<file path="src/rtl/if_prefetch_queue_pkg.sv">
// Shared RISC-V front-end definitions: word width, the canonical NOP and the
// fetch-entry payload carried from fetch into decode.
package riscv_pkg;

    localparam int unsigned XLEN = 32;

    // addi x0, x0, 0
    localparam logic [XLEN-1:0] NOP_INST = 32'h0000_0013;

    typedef struct packed {
        logic [XLEN-1:0] pc;
        logic [XLEN-1:0] inst;
    } fetch_entry_t;

endpackage

</file>
<file path="src/rtl/if_prefetch_queue_if.sv">
// Fetch/decode handshake bundle around the prefetch queue; the queue itself is
// the slave, the surrounding pipeline (fetch + decode + redirect) is the master.
interface if_prefetch_queue_if
    import riscv_pkg::*;
#(
    parameter int unsigned DEPTH = 4
);
    localparam int unsigned CW = $clog2(DEPTH) + 1;

    logic            i_fetch_valid;
    logic [XLEN-1:0] i_fetch_pc;
    logic [XLEN-1:0] i_fetch_inst;
    logic            o_fetch_ready;
    logic            o_id_valid;
    logic [XLEN-1:0] o_id_pc;
    logic [XLEN-1:0] o_id_inst;
    logic            i_id_ready;
    logic            i_flush;
    logic [CW-1:0]   o_count;

    modport master (
        output i_fetch_valid, i_fetch_pc, i_fetch_inst, i_id_ready, i_flush,
        input  o_fetch_ready, o_id_valid, o_id_pc, o_id_inst, o_count
    );

    modport slave (
        input  i_fetch_valid, i_fetch_pc, i_fetch_inst, i_id_ready, i_flush,
        output o_fetch_ready, o_id_valid, o_id_pc, o_id_inst, o_count
    );

endinterface

</file>
<file path="src/rtl/if_prefetch_queue.sv">
// Instruction prefetch queue between fetch and decode: strict FIFO, flushed on
// redirect, presenting a NOP at the head whenever it is empty.
module if_prefetch_queue
    import riscv_pkg::*;
#(
    parameter int unsigned     DEPTH    = 4,
    parameter logic [XLEN-1:0] NOP_INST = riscv_pkg::NOP_INST
) (
    input logic                i_clk,
    input logic                i_rstn,
    if_prefetch_queue_if.slave q
);

    localparam int unsigned AW = $clog2(DEPTH);
    localparam int unsigned CW = AW + 1;

    if (DEPTH < 2 || (DEPTH & (DEPTH - 1)) != 0) begin : g_bad_depth
        $error("if_prefetch_queue: DEPTH must be a power of two and >= 2");
    end

    fetch_entry_t  mem [DEPTH];
    logic [AW-1:0] wr_ptr;
    logic [AW-1:0] rd_ptr;
    logic [CW-1:0] count;

    logic          full;
    logic          empty;
    logic          push;
    logic          pop;

    // Ready/valid depend on occupancy only, so a full queue never passes through.
    assign full  = (count == CW'(DEPTH));
    assign empty = (count == '0);
    assign push  = q.i_fetch_valid & ~full  & ~q.i_flush;
    assign pop   = q.i_id_ready    & ~empty & ~q.i_flush;

    assign q.o_fetch_ready = ~full;
    assign q.o_id_valid    = ~empty;
    assign q.o_id_pc       = empty ? '0       : mem[rd_ptr].pc;
    assign q.o_id_inst     = empty ? NOP_INST : mem[rd_ptr].inst;
    assign q.o_count       = count;

    // Pointers and occupancy; a redirect flush wins over any same-cycle push/pop.
    always_ff @(posedge i_clk or negedge i_rstn) begin
        if (!i_rstn) begin
            wr_ptr <= '0;
            rd_ptr <= '0;
            count  <= '0;
        end else if (q.i_flush) begin
            wr_ptr <= '0;
            rd_ptr <= '0;
            count  <= '0;
        end else begin
            if (push) wr_ptr <= wr_ptr + AW'(1);
            if (pop)  rd_ptr <= rd_ptr + AW'(1);
            case ({push, pop})
                2'b10:   count <= count + CW'(1);
                2'b01:   count <= count - CW'(1);
                default: count <= count;
            endcase
        end
    end

    // Entry storage is only qualified by occupancy, so it carries no reset.
    always_ff @(posedge i_clk) begin
        if (push) begin
            mem[wr_ptr] <= '{pc: q.i_fetch_pc, inst: q.i_fetch_inst};
        end
    end

endmodule
</file>
<file path="src/flat_wrapper.sv">
// flat-port wrapper written by rule: the top's interface ports become plain ports
module if_prefetch_queue_flat import riscv_pkg::*;
#(
    parameter int unsigned     DEPTH    = 4,
    parameter logic [XLEN-1:0] NOP_INST = riscv_pkg::NOP_INST
)
  (i_clk, i_rstn, q_i_fetch_valid, q_i_fetch_pc, q_i_fetch_inst, q_i_id_ready, q_i_flush, q_o_fetch_ready, q_o_id_valid, q_o_id_pc, q_o_id_inst, q_o_count);
  if_prefetch_queue_if #(.DEPTH(DEPTH)) q_i ();
  input logic i_clk;
  input logic i_rstn;
  input wire logic [$bits(q_i.i_fetch_valid)-1:0] q_i_fetch_valid;
  input wire logic [$bits(q_i.i_fetch_pc)-1:0] q_i_fetch_pc;
  input wire logic [$bits(q_i.i_fetch_inst)-1:0] q_i_fetch_inst;
  input wire logic [$bits(q_i.i_id_ready)-1:0] q_i_id_ready;
  input wire logic [$bits(q_i.i_flush)-1:0] q_i_flush;
  output wire logic [$bits(q_i.o_fetch_ready)-1:0] q_o_fetch_ready;
  output wire logic [$bits(q_i.o_id_valid)-1:0] q_o_id_valid;
  output wire logic [$bits(q_i.o_id_pc)-1:0] q_o_id_pc;
  output wire logic [$bits(q_i.o_id_inst)-1:0] q_o_id_inst;
  output wire logic [$bits(q_i.o_count)-1:0] q_o_count;
  assign q_i.i_fetch_valid = q_i_fetch_valid;
  assign q_i.i_fetch_pc = q_i_fetch_pc;
  assign q_i.i_fetch_inst = q_i_fetch_inst;
  assign q_i.i_id_ready = q_i_id_ready;
  assign q_i.i_flush = q_i_flush;
  assign q_o_fetch_ready = q_i.o_fetch_ready;
  assign q_o_id_valid = q_i.o_id_valid;
  assign q_o_id_pc = q_i.o_id_pc;
  assign q_o_id_inst = q_i.o_id_inst;
  assign q_o_count = q_i.o_count;
  if_prefetch_queue #(.DEPTH(DEPTH), .NOP_INST(NOP_INST)) u_core (.i_clk(i_clk), .i_rstn(i_rstn), .q(q_i));
endmodule
</file>
<file path="config.mk">
export PLATFORM = sky130hd
export DESIGN_NAME = if_prefetch_queue_flat
export DESIGN_NICKNAME = d
export VERILOG_FILES = /design/src/rtl/if_prefetch_queue_pkg.sv /design/src/rtl/if_prefetch_queue_if.sv /design/src/rtl/if_prefetch_queue.sv /design/src/flat_wrapper.sv
export SDC_FILE = /design/constraint.sdc
export NUM_CORES = 1
export LEC_CHECK = 0
export CORE_MARGIN = 1
export CORE_UTILIZATION = 40
export CTS_CLUSTER_DIAMETER = 60
export DETAILED_ROUTE_END_ITERATION = 12
export PLACE_DENSITY = 0.69
export SLEW_MARGIN = 25
export SYNTH_ARGS = -nofsm -noshare
export SYNTH_HDL_FRONTEND = slang
export SYNTH_SLANG_ARGS = --single-unit
</file>
<file path="constraint.sdc">
create_clock -name i_clk -period 6.1 [get_ports i_clk]
set_input_delay 1.22 -clock i_clk [delete_from_list [all_inputs] [get_ports i_clk]]
set_output_delay 1.22 -clock i_clk [all_outputs]
set_load 0.05 [all_outputs]
</file>
==> metrics <==
postcts setup bufs=0; final net count=689; clock tree buffer depth=3; Leak=4.09 nW; GRT Residual Overflow=0; crit path capture type=output port; synthesized instance count=468; chip height=162 um; Async S/R FF share, synth=2.66%; top-area cell type share of the netlist area=75.1%; min setup slack post-route=1420 ps; DR pass1 iterations=4; clock-pin slew on the worst setup and hold paths=60 ps; ys flop type=edfxtp_1; number of enable flip-flop cells after synthesis=256; Synth Area per Inst=21.9 um^2; Initial DRC Count=339; routed len/inst=19.8 um; Post-Place Cells=912; synthesis-to-layout area growth=26.2%; CP Max Fanout=34; sequential cell area=7870 um^2; die area=26200 um^2; Post-Syn Nets=542; first-pass GRT wire length=30000 um; CTS Buf Count=28; maximum clock rate=0.214 GHz; Yosys top cell by area=edfxtp_1; via count=4991; Port Buffer Count=137; worst vdd ir=0.236 mV; Max-cap violations=0; setup TNS=0 ps; Final Max Slew Viols=0; Hold-fix buffers, CTS=0; Hold Vio Cnt, Final=0; WP data arrival=3460 ps; via density per instance=5.17; Crit Path Category=flop to output port; starting density of the core=40.7%; #FFs+latches synth=263; core area=25100 um^2; pwr dens=390 nW/um^2; skew final=7.59 ps; TritonCTS clock tree=built; class of the worst hold path=flop to flop; setup repair after global routing missed its margin=false; gpl congestion=0.693; vias in the first global route=5467; Post-DRT Antenna Nets=0; FP Rows=58; ant diodes=0; post-synthesis sequential area ratio=76.8%; dpl ws=1850 ps; Ys Warns=0; cts repair resizes=0; area occupied by multi-input gates=2210 um^2; Post-route DRC=0; mapped cell area=10200 um^2; synth unique cells=35; dominant cell by count in the synthesized netlist=edfxtp_1; Post-Layout Cell Count=965; clk_lat worst skew=520 ps; Commonest cells post-synth=edfxtp_1 (256), and2_1 (65), mux4_2 (64); clk sinks=263; final worst-path cycle share=76.8%; Worst setup SP type=flop; layout cells sized above 1=19.2%; initial antenna violation count=0; post-DP HPWL=10600 um; drt total wl=19100 um; H-Tree Level Count=1; largest net degree at the start of global routing=66; status=complete, no violations; Setup violations, final=0; top post-synthesis cells by area=edfxtp_1 (75%), mux4_2 (14%), and2_1 (4.0%), dfrtp_1 (1.7%), buf_6 (0.55%); Die Wd=162 um; I/O Pins=138; post-layout min period=4680 ps; GRT Total Usage=14.9%; Critical Path RT=4880 ps; root buf cell=clkbuf_16; Fillers=2048; relative slew slack=32.4%; worst slew pin tran=1010 ps
## cell type report
class	instances	area share, %
tap	330	3.20
sequential	263	61.0
clock inverter	18	1.67
multi-input combinational	174	17.1
inverter	6	0.184
timing repair buffer	142	11.2
clock buffer	32	5.71
## through the flow
stage	cell area [um^2]	utilization (%)	total power [W]	hold slack, ps
after floorplan	10200	-	0.00297	557
after global placement	11900	47.4	0.00335	567
after detailed placement	11900	47.4	0.00337	594
after CTS	12800	51.2	0.00510	602
after global routing	12900	51.4	0.00522	641
final	12900	51.4	0.00503	597
## critical path, cell delays in order, from the launching register on
cell and delay [ps]:
dfrtp_4 880, buf_4 570, mux4_2 560, and2_1 190, clkdlybuf4s50_1 720
## registers in the layout, indices dropped and copies added, names as in the netlist
name / count
u_core.mem: 256
u_core.q.o_count: 3
u_core.wr_ptr: 2
u_core.rd_ptr: 2
## placed cells by master (no fill, tap or decap), types with 4 or more instances in the layout
cell type and count:
and2_1 61, and2_4 4, bufinv_16 5, clkbuf_16 29, clkdlybuf4s50_1 137, clkinv_1 5, clkinv_2 7, dfrtp_1 5
edfxtp_1 256, ha_1 4, inv_1 5, mux4_2 64, nor2_1 5
## power by group
group / internal (W) / total (W) / switching [W]
clock network: 0.00107 / 0.00172 / 0.000649
logic: 0.000475 / 0.00119 / 0.000712
registers: 0.00205 / 0.00212 / 0.0000726
## routing by layer
metal | GRT usage (%) | vias to the layer above | part of all wire, %
met2 | 25.2 | 146 | 50
li1 | - | 2197 | -
met3 | 2.78 | 35 | 5.2
met4 | 4.46 | 0 | 1.8
met1 | 19.8 | 2613 | 43
met5 | 0 | - | 0
## logic make-up (layout without fill, tap and decap cells)
kind of cell	count (synthesis)	after routing	share of synthesized area, %
multiplexers	65	65	14.2
XOR/XNOR	3	3	0.257
adder cells (fa/ha/maj)	5	5	0.685
AO/OA/AOI/OAI	16	16	1.13
buffers and inverters	31	198	1.69
flip-flops	263	263	76.8
AND/OR/NAND/NOR	85	85	5.21
## final timing paths
path / startpoint / end / slack, ps / depth (start not counted)
max: u_core.rd_ptr[0]$_DFFE_PN0P_ / q_o_id_pc[10] / 1420 / 4
min: u_core.wr_ptr[1]$_DFFE_PN0P_ / u_core.wr_ptr[1]$_DFFE_PN0P_ / 600 / 2
max reg2reg: u_core.q.o_count[0]$_DFFE_PN0P_ / u_core.mem[0][58]$_DFFE_PP_ / 3500 / 3
min reg2reg: u_core.wr_ptr[1]$_DFFE_PN0P_ / u_core.wr_ptr[1]$_DFFE_PN0P_ / 600 / 2
max in group asynchronous: i_rstn / u_core.rd_ptr[0]$_DFFE_PN0P_ / 4820 / 1
min in group asynchronous: i_rstn / u_core.q.o_count[0]$_DFFE_PN0P_ / 980 / 1
Power figures use the tool's default switching activity.
